===== src/rtl/sram_rr_arb_pkg.sv =====
// sram_arb_pkg: shared types for the SRAM round-robin arbiter.
//   arb_state_e - arbiter FSM state encoding
//   REQ_IDX_W   - width of a requester index (covers up to 4 requesters)
package sram_arb_pkg;

  typedef enum logic [1:0] {
    ST_IDLE    = 2'd0,
    ST_GRANT   = 2'd1,
    ST_RD_WAIT = 2'd2
  } arb_state_e;

  localparam int REQ_IDX_W = 2;

endpackage


===== src/rtl/sram_rr_arb_if.sv =====
// sram_rr_arb_if: bus bundle between NUM_REQ requesters, the arbiter and the
// downstream SRAM controller.
//   requester side : req_address/byteenable/read/write/writedata/lock in,
//                    req_waitrequest/readdata/readdataready out
//   downstream side: address/byteenable/read/write/writedata out,
//                    waitrequest/readdata/readdataready in
// modport master: the arbiter view; modport slave: the environment view.
interface sram_rr_arb_if #(
  parameter int NUM_REQ    = 2,
  parameter int ADDR_WIDTH = 20,
  parameter int DATA_WIDTH = 16
);
  localparam int BE_W = DATA_WIDTH / 8;

  logic [NUM_REQ*ADDR_WIDTH-1:0] req_address;
  logic [NUM_REQ*BE_W-1:0]       req_byteenable;
  logic [NUM_REQ-1:0]            req_read;
  logic [NUM_REQ-1:0]            req_write;
  logic [NUM_REQ*DATA_WIDTH-1:0] req_writedata;
  logic [NUM_REQ-1:0]            req_lock;
  logic [NUM_REQ-1:0]            req_waitrequest;
  logic [DATA_WIDTH-1:0]         req_readdata;
  logic [NUM_REQ-1:0]            req_readdataready;

  logic [ADDR_WIDTH-1:0]         address;
  logic [BE_W-1:0]               byteenable;
  logic                          read;
  logic                          write;
  logic [DATA_WIDTH-1:0]         writedata;
  logic                          waitrequest;
  logic [DATA_WIDTH-1:0]         readdata;
  logic                          readdataready;

  modport master (
    input  req_address, req_byteenable, req_read, req_write, req_writedata, req_lock,
    output req_waitrequest, req_readdata, req_readdataready,
    output address, byteenable, read, write, writedata,
    input  waitrequest, readdata, readdataready
  );

  modport slave (
    output req_address, req_byteenable, req_read, req_write, req_writedata, req_lock,
    input  req_waitrequest, req_readdata, req_readdataready,
    input  address, byteenable, read, write, writedata,
    output waitrequest, readdata, readdataready
  );

endinterface


===== src/rtl/sram_rr_arb_rr_pick.sv =====
// rr_pick: combinational round-robin priority selector.
//   req_i - request vector
//   ptr_i - index with highest priority this round
//   gnt_o - one-hot grant (zero when nothing requests)
//   idx_o - index of the granted requester
module rr_pick
  import sram_arb_pkg::*;
#(
  parameter int NUM_REQ = 2
) (
  input  logic [NUM_REQ-1:0]   req_i,
  input  logic [REQ_IDX_W-1:0] ptr_i,
  output logic [NUM_REQ-1:0]   gnt_o,
  output logic [REQ_IDX_W-1:0] idx_o
);

  logic found;

  // Scan offsets 0..NUM_REQ-1 from the pointer; first hit wins.
  always_comb begin
    gnt_o = '0;
    idx_o = '0;
    found = 1'b0;
    for (int off = 0; off < NUM_REQ; off++) begin
      for (int i = 0; i < NUM_REQ; i++) begin
        if (!found && req_i[i] && (((int'(ptr_i) + off) % NUM_REQ) == i)) begin
          found    = 1'b1;
          gnt_o[i] = 1'b1;
          idx_o    = REQ_IDX_W'(i);
        end
      end
    end
  end

endmodule


===== src/rtl/sram_rr_arb.sv =====
// sram_rr_arb: round-robin arbiter multiplexing NUM_REQ requesters onto one
// SRAM command port, with optional per-requester grant locking.
//   clock, reset_n : rising-edge clock, asynchronous active-low reset
//   bus            : sram_rr_arb_if master modport (requester + downstream)
//   grant_count    : per-requester 16-bit saturating accept counters,
//                    present only when SRAM_ARB_STATS_EN is defined
module sram_rr_arb
  import sram_arb_pkg::*;
#(
  parameter int NUM_REQ    = 2,
  parameter int ADDR_WIDTH = 20,
  parameter int DATA_WIDTH = 16,
  parameter int MAX_LOCK   = 8
) (
  input  logic                  clock,
  input  logic                  reset_n,
`ifdef SRAM_ARB_STATS_EN
  output logic [NUM_REQ*16-1:0] grant_count,
`endif
  sram_rr_arb_if.master         bus
);

  localparam int BE_W   = DATA_WIDTH / 8;
  localparam int LOCK_W = $clog2(MAX_LOCK + 1);
  localparam logic [LOCK_W-1:0] LOCK_LAST = LOCK_W'(MAX_LOCK - 1);

  arb_state_e           state_q, state_d;
  logic [REQ_IDX_W-1:0] owner_q, owner_d;
  logic [REQ_IDX_W-1:0] rr_ptr_q, rr_ptr_d;
  logic [LOCK_W-1:0]    lock_cnt_q, lock_cnt_d;

  logic [NUM_REQ-1:0]   req_any;
  logic [NUM_REQ-1:0]   pick_gnt;
  logic [REQ_IDX_W-1:0] pick_idx;

  logic                  own_rd, own_wr, own_lock;
  logic [ADDR_WIDTH-1:0] own_addr;
  logic [BE_W-1:0]       own_be;
  logic [DATA_WIDTH-1:0] own_wdata;
  logic                  release_req;

  function automatic logic [REQ_IDX_W-1:0] next_idx(input logic [REQ_IDX_W-1:0] cur);
    if (cur == REQ_IDX_W'(NUM_REQ - 1)) return '0;
    return cur + 1'b1;
  endfunction

  assign req_any = bus.req_read | bus.req_write;

  rr_pick #(.NUM_REQ(NUM_REQ)) u_pick (
    .req_i (req_any),
    .ptr_i (rr_ptr_q),
    .gnt_o (pick_gnt),
    .idx_o (pick_idx)
  );

  // Owner's command fields; read wins when both strobes are set.
  always_comb begin
    own_rd    = 1'b0;
    own_wr    = 1'b0;
    own_lock  = 1'b0;
    own_addr  = '0;
    own_be    = '0;
    own_wdata = '0;
    for (int i = 0; i < NUM_REQ; i++) begin
      if (owner_q == REQ_IDX_W'(i)) begin
        own_rd    = bus.req_read[i];
        own_wr    = bus.req_write[i] & ~bus.req_read[i];
        own_lock  = bus.req_lock[i];
        own_addr  = bus.req_address[i*ADDR_WIDTH +: ADDR_WIDTH];
        own_be    = bus.req_byteenable[i*BE_W +: BE_W];
        own_wdata = bus.req_writedata[i*DATA_WIDTH +: DATA_WIDTH];
      end
    end
  end

  always_ff @(posedge clock or negedge reset_n) begin
    if (!reset_n) begin
      state_q    <= ST_IDLE;
      owner_q    <= '0;
      rr_ptr_q   <= '0;
      lock_cnt_q <= '0;
    end else begin
      state_q    <= state_d;
      owner_q    <= owner_d;
      rr_ptr_q   <= rr_ptr_d;
      lock_cnt_q <= lock_cnt_d;
    end
  end

  always_comb begin
    state_d     = state_q;
    owner_d     = owner_q;
    rr_ptr_d    = rr_ptr_q;
    lock_cnt_d  = lock_cnt_q;
    release_req = 1'b0;
    case (state_q)
      ST_IDLE: begin
        if (|pick_gnt) begin
          owner_d = pick_idx;
          state_d = ST_GRANT;
        end
      end
      ST_GRANT: begin
        if (own_rd && !bus.waitrequest)      state_d = ST_RD_WAIT;
        else if (own_wr && !bus.waitrequest) release_req = 1'b1;
        // An idle unlocked owner gives up the grant.
        else if (!own_rd && !own_wr && !own_lock) release_req = 1'b1;
      end
      ST_RD_WAIT: begin
        if (bus.readdataready) release_req = 1'b1;
      end
      default: state_d = ST_IDLE;
    endcase
    // Locked owner keeps the grant for at most MAX_LOCK transactions.
    if (release_req) begin
      if (own_lock && (lock_cnt_q < LOCK_LAST)) begin
        state_d    = ST_GRANT;
        lock_cnt_d = lock_cnt_q + 1'b1;
      end else begin
        state_d    = ST_IDLE;
        rr_ptr_d   = next_idx(owner_q);
        lock_cnt_d = '0;
      end
    end
  end

  always_comb begin
    bus.address           = '0;
    bus.byteenable        = '0;
    bus.writedata         = '0;
    bus.read              = 1'b0;
    bus.write             = 1'b0;
    bus.req_waitrequest   = '1;
    bus.req_readdataready = '0;
    bus.req_readdata      = bus.readdata;
    if (state_q == ST_GRANT) begin
      bus.address    = own_addr;
      bus.byteenable = own_be;
      bus.writedata  = own_wdata;
      bus.read       = own_rd;
      bus.write      = own_wr;
    end
    for (int i = 0; i < NUM_REQ; i++) begin
      if (owner_q == REQ_IDX_W'(i)) begin
        if (state_q == ST_GRANT) bus.req_waitrequest[i] = bus.waitrequest;
        if (state_q == ST_RD_WAIT && bus.readdataready) bus.req_readdataready[i] = 1'b1;
      end
    end
  end

`ifdef SRAM_ARB_STATS_EN
  logic [NUM_REQ-1:0][15:0] cnt_q;
  logic                     accept;

  function automatic logic [15:0] sat_inc16(input logic [15:0] v);
    return (v == 16'hFFFF) ? v : v + 16'd1;
  endfunction

  assign accept = (state_q == ST_GRANT) && (own_rd || own_wr) && !bus.waitrequest;

  always_ff @(posedge clock or negedge reset_n) begin
    if (!reset_n) begin
      cnt_q <= '0;
    end else if (accept) begin
      for (int i = 0; i < NUM_REQ; i++) begin
        if (owner_q == REQ_IDX_W'(i)) cnt_q[i] <= sat_inc16(cnt_q[i]);
      end
    end
  end

  assign grant_count = cnt_q;
`endif

endmodule


===== src/flat_wrapper.sv =====
// flat-port wrapper written by rule: the top's interface ports become plain ports
module sram_rr_arb_flat import sram_arb_pkg::*;
#(
  parameter int NUM_REQ    = 2,
  parameter int ADDR_WIDTH = 20,
  parameter int DATA_WIDTH = 16,
  parameter int MAX_LOCK   = 8
)
  (clock, reset_n, bus_req_address, bus_req_byteenable, bus_req_read, bus_req_write, bus_req_writedata, bus_req_lock, bus_req_waitrequest, bus_req_readdata, bus_req_readdataready, bus_address, bus_byteenable, bus_read, bus_write, bus_writedata, bus_waitrequest, bus_readdata, bus_readdataready);
  sram_rr_arb_if #(.NUM_REQ(NUM_REQ), .ADDR_WIDTH(ADDR_WIDTH), .DATA_WIDTH(DATA_WIDTH)) bus_i ();
  input  logic clock;
  input  logic reset_n;
  input wire logic [$bits(bus_i.req_address)-1:0] bus_req_address;
  input wire logic [$bits(bus_i.req_byteenable)-1:0] bus_req_byteenable;
  input wire logic [$bits(bus_i.req_read)-1:0] bus_req_read;
  input wire logic [$bits(bus_i.req_write)-1:0] bus_req_write;
  input wire logic [$bits(bus_i.req_writedata)-1:0] bus_req_writedata;
  input wire logic [$bits(bus_i.req_lock)-1:0] bus_req_lock;
  output wire logic [$bits(bus_i.req_waitrequest)-1:0] bus_req_waitrequest;
  output wire logic [$bits(bus_i.req_readdata)-1:0] bus_req_readdata;
  output wire logic [$bits(bus_i.req_readdataready)-1:0] bus_req_readdataready;
  output wire logic [$bits(bus_i.address)-1:0] bus_address;
  output wire logic [$bits(bus_i.byteenable)-1:0] bus_byteenable;
  output wire logic [$bits(bus_i.read)-1:0] bus_read;
  output wire logic [$bits(bus_i.write)-1:0] bus_write;
  output wire logic [$bits(bus_i.writedata)-1:0] bus_writedata;
  input wire logic [$bits(bus_i.waitrequest)-1:0] bus_waitrequest;
  input wire logic [$bits(bus_i.readdata)-1:0] bus_readdata;
  input wire logic [$bits(bus_i.readdataready)-1:0] bus_readdataready;
  assign bus_i.req_address = bus_req_address;
  assign bus_i.req_byteenable = bus_req_byteenable;
  assign bus_i.req_read = bus_req_read;
  assign bus_i.req_write = bus_req_write;
  assign bus_i.req_writedata = bus_req_writedata;
  assign bus_i.req_lock = bus_req_lock;
  assign bus_req_waitrequest = bus_i.req_waitrequest;
  assign bus_req_readdata = bus_i.req_readdata;
  assign bus_req_readdataready = bus_i.req_readdataready;
  assign bus_address = bus_i.address;
  assign bus_byteenable = bus_i.byteenable;
  assign bus_read = bus_i.read;
  assign bus_write = bus_i.write;
  assign bus_writedata = bus_i.writedata;
  assign bus_i.waitrequest = bus_waitrequest;
  assign bus_i.readdata = bus_readdata;
  assign bus_i.readdataready = bus_readdataready;
  sram_rr_arb #(.NUM_REQ(NUM_REQ), .ADDR_WIDTH(ADDR_WIDTH), .DATA_WIDTH(DATA_WIDTH), .MAX_LOCK(MAX_LOCK)) u_core (.clock(clock), .reset_n(reset_n), .bus(bus_i));
endmodule

===== config.mk =====
export PLATFORM = sky130hd
export DESIGN_NAME = sram_rr_arb_flat
export DESIGN_NICKNAME = d
export VERILOG_FILES = /design/src/rtl/sram_rr_arb_pkg.sv /design/src/rtl/sram_rr_arb_if.sv /design/src/rtl/sram_rr_arb_rr_pick.sv /design/src/rtl/sram_rr_arb.sv /design/src/flat_wrapper.sv
export SDC_FILE = /design/constraint.sdc
export NUM_CORES = 1
export LEC_CHECK = 0
export CORE_MARGIN = 4
export CORE_UTILIZATION = 25
export CTS_BUF_LIST = sky130_fd_sc_hd__clkbuf_4 sky130_fd_sc_hd__clkbuf_8 sky130_fd_sc_hd__clkbuf_16
export CTS_CLUSTER_DIAMETER = 40
export DETAILED_ROUTE_END_ITERATION = 12
export PLACE_DENSITY_LB_ADDON = 0.3
export SYNTH_ARGS = -nofsm -noshare
export SYNTH_HDL_FRONTEND = slang
export SYNTH_HIERARCHICAL = 1
export SYNTH_SLANG_ARGS = --single-unit

===== constraint.sdc =====
create_clock -name clock -period 1.76 [get_ports clock]
set_input_delay 0.176 -clock clock [delete_from_list [all_inputs] [get_ports clock]]
set_output_delay 0.176 -clock clock [all_outputs]
set_load 0.01 [all_outputs]

==> results of run 1 <==
state kept, by name, indices dropped and copies added, names as in the netlist:
name	count
u_core/lock_cnt_q	4
u_core/rr_ptr_q	1
u_core/owner_q	2
u_core/state_q	2
layer usage:
layer,global-route usage [%],vias up,wire length (um)
met5,0,-,0
li1,-,830,-
met1,15.5,760,2120
met2,28.8,73,3120
met3,3.40,6,571
met4,2.20,0,28
how the worst max path moves through the flow:
stage	end	from	cells past startpoint
final	u_core/rr_ptr_q[0]	u_core/owner_q[0]	6
after global routing	u_core/rr_ptr_q[0]	u_core/owner_q[0]	6
after CTS	u_core/rr_ptr_q[0]	u_core/owner_q[0]	7
after detailed placement	u_core/state_q[0]	bus_req_read[0]	8
after global placement	u_core/state_q[0]	bus_req_read[0]	8
after floorplan	u_core/rr_ptr_q[0]	u_core/owner_q[0]	6
through the flow:
step	hold WS [ns]	instance area (um2)
2_1_floorplan	-0.120	1350
3_3_place_gp	0.352	2700
3_5_place_dp	0.352	2700
4_1_cts	0.270	2800
5_1_grt	0.298	2930
6_report	0.253	2930
worst reg2reg max path, cell delays in order, from the launching register on:
cell	delay [ns]
dfrtp_2	0.48
and3b_4	0.22
o211a_1	0.25
o41ai_4	0.32
buf_6	0.19
nand2_4	0.06
mux2_4	0.29
power by group through the flow:
stage	Sequential [uW]	Clock (uW)	Combinational, uW
after floorplan	339	0	1600
after global placement	387	0	2840
after detailed placement	393	0	2860
after CTS	404	255	2960
after global routing	421	272	3620
final	410	248	3370
final cells by class:
class	instances	area [um2]	share of cell area, %
clock buffers	4	48.8	1.67
flip-flops and latches	9	226	7.74
inverters	7	26.3	0.897
well taps	70	87.6	2.99
multi-input cells	128	1040	35.4
repair buffers	157	1500	51.3
timing repair:
action | in CTS | in global routing
setup endpoints to repair | 52 | 40
buffers inserted | 3 | 4
pin swaps | 2 | 5
endpoints found under the hold margin | 0 | 0
resized for setup | 99 | 52
gates cloned | 1 | 4
==> reports/metrics.cfg, run 1 <==
[outcome]
status = finished with violations
violations = negative setup slack

[logic_synthesis]
yosys_warnings = 6
synth_cells = 171
synth_fp_nets = 277
syn_area_mm2 = 0.00135
syn_avg_cell_area_um2 = 7.90

[grt]
grt_pass1_wl_um = 7620
grt_pass1_vias = 1589
antenna_found_initial = 0
grt.overflow.total = 0
grt_max_degree = 32
track_usage_pct = 14.5

[worst_setup_path]
criticalPathCategory = register to register
crit_family = compound AO/OA/AOI/OAI gates
critPathCaptureType = register
critPathLaunchType = register
rrSetupSlack_ns = -0.15
path_max_fanout = 5
rr_worst_depth = 6
r2r-end = u_core/rr_ptr_q[0]
r2r_start = u_core/owner_q[0]
worst-path-buf-inv = 1
worstPathCellList = and3b_4 > o211a_1 > o41ai_4 > buf_6 > nand2_4 > mux2_4
crit_arrival_ns = 2.02
cpPeakStageDelay_ns = 0.48
slowest_stage = dfrtp_2
cp.required_ns = 1.87

[pwr]
combPwrFrac_pct = 83.7
p_leak_uw = 0.00143
p_int_uw = 2350
power_uw = 4030
swShare_pct = 41.8
powerDensity_mw_per_mm2 = 1380
sequentialPowerShare_pct = 10.2
power_switching_uw = 1680
pwr-share-clk_pct = 6.1
ir_drop_mv = 0.831

[clock_network]
cts.htree.levels = 1
clock_latency_ns = 0.23
cts_tree = yes
clock_sinks = 9
cts_hold_buf = 0
clockBufferDepth = 2
ctsRootBufferMaster = clkbuf_8
cts_made_buffers = 3
clkTransAtPathRegs_ns = 0.04

[die]
ioPinCount = 162
dieArea_mm2 = 0.00664
dieWidth_um = 81.5
start_util_pct = 26.1
core_area_mm2 = 0.00517
die_y_um = 81.5
rows = 26

[routing]
drcViolationCount = 0
ant_nets = 0
drt_iter0_markers = 28
first_pass_iters = 4
drt_wl_total_um = 5840
vias_per_cell = 4.45
wl_per_cell_um = 15.6
num_vias = 1669

[worst_hold_path]
hp-class = input port to asynchronous set/reset pin

[sta]
setup_viol = 11
drv_slew = 0
setup_tns_ns = -0.719
clock-skew-final_ns = 0.00164
worst_slack_ns = -0.149
post-route-period-util_pct = 108
final-hold-violation-count = 0
rsz0062_at_grt = true
fin_crit_ns = 1.91
fmax_mhz = 524

[layout]
stdcell_count = 375
num_antenna_cells = 0
drive_above_1_share_pct = 29.5
fillCellCount = 472
postLayoutCoreUtil_pct = 56.6
area_growth_syn_to_layout_pct = 117
nets = 412
most-common-layout-cells = 83 x clkdlybuf4s50_1, 43 x nor2_1, 37 x mux2i_1
layout_commonest_cell = clkdlybuf4s50_1

[place]
place_congestion = 0.759
io_buffers = 129
dp_hpwl_um = 4450
place_ws_ns = -0.482
dp_cells = 360

[job]
maxCapViolations = 0

No activity file was read; power rests on OpenSTA's default activity.
==> run 2: changes to the inputs <==
--- a/config.mk
+++ b/config.mk
@@ -8,9 +8,10 @@
 export CORE_MARGIN = 4
 export CORE_UTILIZATION = 25
 export CTS_BUF_LIST = sky130_fd_sc_hd__clkbuf_4 sky130_fd_sc_hd__clkbuf_8 sky130_fd_sc_hd__clkbuf_16
-export CTS_CLUSTER_DIAMETER = 40
+export CTS_CLUSTER_DIAMETER = 150
 export DETAILED_ROUTE_END_ITERATION = 12
 export PLACE_DENSITY_LB_ADDON = 0.3
+export SETUP_SLACK_MARGIN = 0.3
 export SYNTH_ARGS = -nofsm -noshare
 export SYNTH_HDL_FRONTEND = slang
 export SYNTH_HIERARCHICAL = 1
==> reports/metrics.cfg, run 2 (synthesis results as in run 1) <==
[routing]
drt_wl_total_um = 6830  ; +17%
first_pass_iters = 4  ; unchanged
drt_iter0_markers = 28  ; unchanged
ant_nets = 0  ; unchanged
wl_per_cell_um = 17.5  ; +12%
vias_per_cell = 4.57  ; +2.6%
num_vias = 1785  ; +7.0%
drcViolationCount = 0  ; unchanged

[sta]
fin_crit_ns = 1.93  ; +0.0192 ns
setup_viol = 16  ; +5
fin_hold_ws_ns = 0.235  ; -0.0183 ns
fmax_mhz = 519  ; -1.0%
final-hold-violation-count = 0  ; unchanged
clock-skew-final_ns = 0.00173  ; +0.0000930 ns
rsz0062_at_grt = true
worst_slack_ns = -0.168  ; -0.0192 ns
drv_slew = 0  ; unchanged
post-route-period-util_pct = 110  ; +1.1 points

[layout]
drive_above_1_share_pct = 45.8  ; +16 points
nets = 428  ; +3.9%
num_antenna_cells = 0  ; unchanged
top_register = u_core/lock_cnt_q
area_growth_syn_to_layout_pct = 150
most-common-layout-cells = 81 x clkdlybuf4s50_1, 34 x mux2i_1, 26 x buf_2
layout_commonest_cell = clkdlybuf4s50_1
design_area_mm2 = 0.00337  ; +15%
reg.largest.list = u_core/lock_cnt_q: 4 flops, u_core/owner_q: 2 flops, u_core/state_q: 2 flops
largest_reg_flops = 4  ; unchanged

[worst_setup_path]
rr_worst_depth = 6  ; unchanged
cpPeakStageDelay_ns = 0.48  ; about the same
r2r_start = u_core/owner_q[0]
worstPathCellList = and3b_4 > o211a_1 > o41ai_4 > buf_6 > nand2_4 > mux2_4
slowest_stage = dfrtp_2
rrSetupSlack_ns = -0.17  ; -0.02 ns
crit_arrival_ns = 2.05  ; +0.03 ns
worst-path-buf-inv = 1  ; unchanged
r2r-end = u_core/rr_ptr_q[0]
path_max_fanout = 6  ; +1
criticalPathCategory = register to register
critPathCaptureType = register
crit_family = compound AO/OA/AOI/OAI gates
cp.required_ns = 1.88  ; about the same
critPathLaunchType = register

[grt]
track_usage_pct = 17.7  ; +3.2 points
grt_pass1_wl_um = 8970  ; +18%
grt_max_degree = 13  ; -59%
antenna_found_initial = 0  ; unchanged
grt_pass1_vias = 1766  ; +11%
grt.overflow.total = 0  ; unchanged

[pwr]
powerDensity_mw_per_mm2 = 1590  ; +15%
ir_drop_mv = 1.04  ; +25%
combPwrFrac_pct = 87.2  ; +3.5 points
p_int_uw = 3160  ; +35%
p_leak_uw = 0.00157  ; +9.5%
sequentialPowerShare_pct = 7.9  ; -2.3 points
power_switching_uw = 2190  ; +30%
swShare_pct = 41.0  ; -0.77 points
pwr-share-clk_pct = 4.9  ; -1.2 points

[worst_hold_path]
hp-class = input port to asynchronous set/reset pin

[clock_network]
cts_made_buffers = 3  ; unchanged
clock_latency_ns = 0.24  ; about the same
clock_sinks = 9  ; unchanged
cts_hold_buf = 0  ; unchanged
cts_tree = yes
ctsRootBufferMaster = clkbuf_8
clkTransAtPathRegs_ns = 0.05  ; about the same
cts.htree.levels = 1  ; unchanged
clockBufferDepth = 2  ; unchanged

[die]
ioPinCount = 162  ; unchanged
dieWidth_um = 81.5  ; unchanged
start_util_pct = 26.1  ; unchanged
rows = 26  ; unchanged
die_y_um = 81.5  ; unchanged
dieArea_mm2 = 0.00664  ; unchanged
core_area_mm2 = 0.00517  ; unchanged

[place]
place_area_mm2 = 0.00272  ; +0.93%
io_buffers = 129  ; unchanged
place_congestion = 0.767  ; +0.97%
dp_hpwl_um = 4400  ; -1.0%

[job]
maxCapViolations = 0  ; unchanged

[outcome]
status = finished with violations
violations = negative setup slack

-- run 2: cell type report --
class | instances | area (um2)
fill | 402 | 1800
timing repair buffer | 173 | 1770
inverter | 7 | 26.3
multi-input combinational | 128 | 1220
tap | 70 | 87.6
clock buffer | 4 | 48.8
sequential | 9 | 228
-- run 2: layer usage --
| layer | global-route usage [%] | share of wire (%) | vias to the layer above |
|---|---|---|---|
| met5 | 0 | 0 | - |
| met4 | 6.76 | 2.3 | 0 |
| met3 | 2.85 | 7.7 | 17 |
| met2 | 33.7 | 54 | 82 |
| met1 | 19.3 | 36 | 829 |
| li1 | - | - | 857 |
-- run 2: power by group through the flow --
stage	Combinational (uW)	Sequential [uW]	Clock (uW)
after global placement	2910	388	0
after CTS	4090	405	267
final	4670	425	262
after detailed placement	2930	393	0
after global routing	4900	437	283
after floorplan	1600	339	0
-- run 2: worst reg2reg max path: cells and delay by family (launching register included) --
family / cells / cell delay [ns]
AND/OR/NAND/NOR: 2 / 0.28
buffers and inverters: 1 / 0.18
flip-flops: 1 / 0.48
AO/OA/AOI/OAI: 2 / 0.59
multiplexers: 1 / 0.29
-- run 2: how the worst max path moves through the flow --
stage                      startpoint            endpoint  slack (ns)  cells after the start
floorplan           u_core/owner_q[0]  u_core/rr_ptr_q[0]       -0.15                      6
global placement      bus_req_read[0]   u_core/state_q[0]       -0.38                      8
detailed placement    bus_req_read[0]   u_core/state_q[0]       -0.41                      8
CTS                 u_core/owner_q[0]  u_core/rr_ptr_q[0]       -0.13                      6
global route        u_core/owner_q[0]  u_core/rr_ptr_q[0]       -0.24                      7
finish              u_core/owner_q[0]  u_core/rr_ptr_q[0]       -0.17                      6
-- run 2: what timing repair did --
item | CTS | global route
resized for setup | 216 | 51
gates cloned | 7 | 0
buffers inserted | 15 | 5
endpoints found under the hold margin | 0 | 0
pin swaps | 16 | 14
endpoints found under the setup margin | 53 | 53
-- run 2: per-stage QoR --
step                TNS [ns]  power [uW]  setup slack, ns  utilization [%]  instances
floorplan             -0.509        1940           -0.149                -        171
global placement       -3.03        3300           -0.380             52.6        360
finish                 -1.36        5350           -0.168             65.2        391
global route           -2.75        5620           -0.240             65.2        391
CTS                   -0.781        4760           -0.133             60.3        386
detailed placement     -3.48        3320           -0.408             52.6        360
==> run 3: changes to the inputs <==
--- a/config.mk
+++ b/config.mk
@@ -6,11 +6,12 @@
 export NUM_CORES = 1
 export LEC_CHECK = 0
 export CORE_MARGIN = 4
-export CORE_UTILIZATION = 25
+export CORE_UTILIZATION = 30
 export CTS_BUF_LIST = sky130_fd_sc_hd__clkbuf_4 sky130_fd_sc_hd__clkbuf_8 sky130_fd_sc_hd__clkbuf_16
 export CTS_CLUSTER_DIAMETER = 150
 export DETAILED_ROUTE_END_ITERATION = 12
 export PLACE_DENSITY_LB_ADDON = 0.3
+export RECOVER_POWER = 100
 export SETUP_SLACK_MARGIN = 0.3
 export SYNTH_ARGS = -nofsm -noshare
 export SYNTH_HDL_FRONTEND = slang
==> constraint.sdc (replaced) <==
create_clock -name clock -period 2.5 [get_ports clock]
set_input_delay 0.25 -clock clock [delete_from_list [all_inputs] [get_ports clock]]
set_output_delay 0.25 -clock clock [all_outputs]
set_load 0.01 [all_outputs]
==> reports/metrics.cfg, run 3 (synthesis results as in run 1) <==
[outcome]
status = complete, no violations

[grt]
antenna_found_initial = 0  ; unchanged
grt_max_degree = 24  ; +11
track_usage_pct = 14.9  ; -2.7 points
grt.overflow.total = 0  ; unchanged
grt_pass1_vias = 1405  ; -20%
grt_pass1_wl_um = 6550  ; -27%

[clock_network]
cts_tree = yes
cts_hold_buf = 0  ; unchanged
clock_sinks = 9  ; unchanged
clock_latency_ns = 0.23  ; about the same
clkTransAtPathRegs_ns = 0.05  ; about the same
cts.htree.levels = 1  ; unchanged
clockBufferDepth = 2  ; unchanged
ctsRootBufferMaster = clkbuf_8
cts_made_buffers = 3  ; unchanged

[worst_setup_path]
critPathCaptureType = primary output
critPathLaunchType = register
path_max_fanout = 17  ; +11
criticalPathCategory = register to primary output
crit_arrival_ns = 2.02  ; -0.03 ns
cp.required_ns = 2.25  ; +0.37 ns

[routing]
drt_iter0_markers = 32  ; +14%
drt_wl_total_um = 4800  ; -30%
drcViolationCount = 0  ; unchanged
wl_per_cell_um = 14.4  ; -18%
first_pass_iters = 4  ; unchanged
ant_nets = 0  ; unchanged
vias_per_cell = 4.64  ; +1.7%
num_vias = 1550  ; -13%

[sta]
rsz0062_at_grt = true
final-hold-violation-count = 0  ; unchanged
fmax_mhz = 441
post-route-period-util_pct = 90.8
setup_viol = 0  ; -16
setup_tns_ns = 0  ; +1.36 ns
drv_slew = 0  ; unchanged
clock-skew-final_ns = 0.00260  ; +0.000861 ns
fin_crit_ns = 2.27

[die]
dieWidth_um = 75.1  ; -7.9%
ioPinCount = 162  ; unchanged
start_util_pct = 31.0  ; +4.9 points
core_area_mm2 = 0.00435  ; -16%
rows = 24  ; -7.7%
dieArea_mm2 = 0.00564  ; -15%
die_y_um = 75.1  ; -7.9%

[pwr]
combPwrFrac_pct = 76.2  ; -11 points
swShare_pct = 44.7  ; +3.7 points
p_leak_uw = 0.00117  ; -25%
ir_drop_mv = 0.483  ; -54%
sequentialPowerShare_pct = 15.2  ; +7.3 points
p_int_uw = 1160  ; -63%
pwr-share-clk_pct = 8.6  ; +3.7 points
powerDensity_mw_per_mm2 = 835  ; -47%
power_uw = 2100  ; -61%
power_switching_uw = 939  ; -57%

[worst_hold_path]
hp-class = input port to asynchronous set/reset pin

[layout]
design_area_mm2 = 0.00251  ; -25%
layout_commonest_cell = clkdlybuf4s50_1
reg.largest.list = u_core/lock_cnt_q: 4 flops, u_core/owner_q: 2 flops, u_core/state_q: 2 flops
num_antenna_cells = 0  ; unchanged
largest_reg_flops = 4  ; unchanged
top_register = u_core/lock_cnt_q
most-common-layout-cells = 83 x clkdlybuf4s50_1, 44 x nor2_1, 40 x mux2i_1
stdcell_count = 334  ; -15%
nets = 389  ; -9.1%
drive_above_1_share_pct = 8.51  ; -37 points
area_growth_syn_to_layout_pct = 86.3

[place]
place_congestion = 0.799  ; +4.2%
io_buffers = 129  ; unchanged
dp_hpwl_um = 4020  ; -8.6%
place_area_mm2 = 0.00256  ; -5.8%
dp_cells = 329  ; -8.6%

[job]
maxCapViolations = 0  ; unchanged

==> run 3: through the flow <==
step           hold slack [ns]  setup WS, ns  utilization, %
4_1_cts                  0.322         0.310            60.2
6_report                 0.387         0.230            57.8
3_5_place_dp             0.500         0.195            58.9
3_3_place_gp             0.500         0.212            58.9
2_1_floorplan          -0.0456         0.591               -
5_1_grt                  0.421         0.165            57.8
==> run 3: critical path, stage by stage, from the launching register on <==
cell and delay [ns]:
dfrtp_1 0.39, inv_1 0.10, ha_2 0.21, nand2_1 0.09, buf_4 0.20, nor2_2 0.12
nand2_1 0.06, dlygate4sd3_1 0.61
==> run 3: cell type report <==
cell class,count,area (um2)
repair buffers,134,1230
multi-input cells,128,911
clock buffers,4,48.8
flip-flops and latches,9,229
fillers,430,1840
well taps,52,65.1
inverters,7,26.3
==> run 3: power groups by stage <==
| stage | clock, uW | sequential (uW) | combinational, uW |
|---|---|---|---|
| floorplan | 0 | 239 | 1130 |
| global placement | 0 | 314 | 1780 |
| detailed placement | 0 | 317 | 1790 |
| CTS | 186 | 322 | 1810 |
| global route | 198 | 336 | 1740 |
| finish | 181 | 320 | 1600 |
==> run 3: final timing paths <==
| path | start | to | slack (ns) | depth (start not counted) |
|---|---|---|---|---|
| setup / recovery | u_core/state_q[1] | bus_req_waitrequest[1] | 0.23 | 7 |
| hold / removal | reset_n | u_core/lock_cnt_q[0] | 0.39 | 1 |
| setup reg to reg | u_core/owner_q[0] | u_core/rr_ptr_q[0] | 0.39 | 6 |
| hold reg to reg | u_core/lock_cnt_q[3] | u_core/lock_cnt_q[3] | 0.51 | 1 |
| max in group asynchronous | reset_n | u_core/owner_q[0] | 1.78 | 1 |
| min in group clock | bus_readdata[7] | bus_req_readdata[7] | 0.50 | 0 |
==> run 3: metal layers <==
metal	routed length, um	vias up	global-route usage (%)
met3	550	12	5.07
met2	2440	75	27.5
met5	0	-	0
li1	-	781	-
met4	65	0	4.94
met1	1740	682	15.8
==> run 3: timing repair <==
item,in CTS,in global routing
pin swaps,0,1
setup buffers,0,1
endpoints found under the setup margin,23,41
gates resized for setup,2,31
hold endpoints to repair,0,0
cloned,0,0
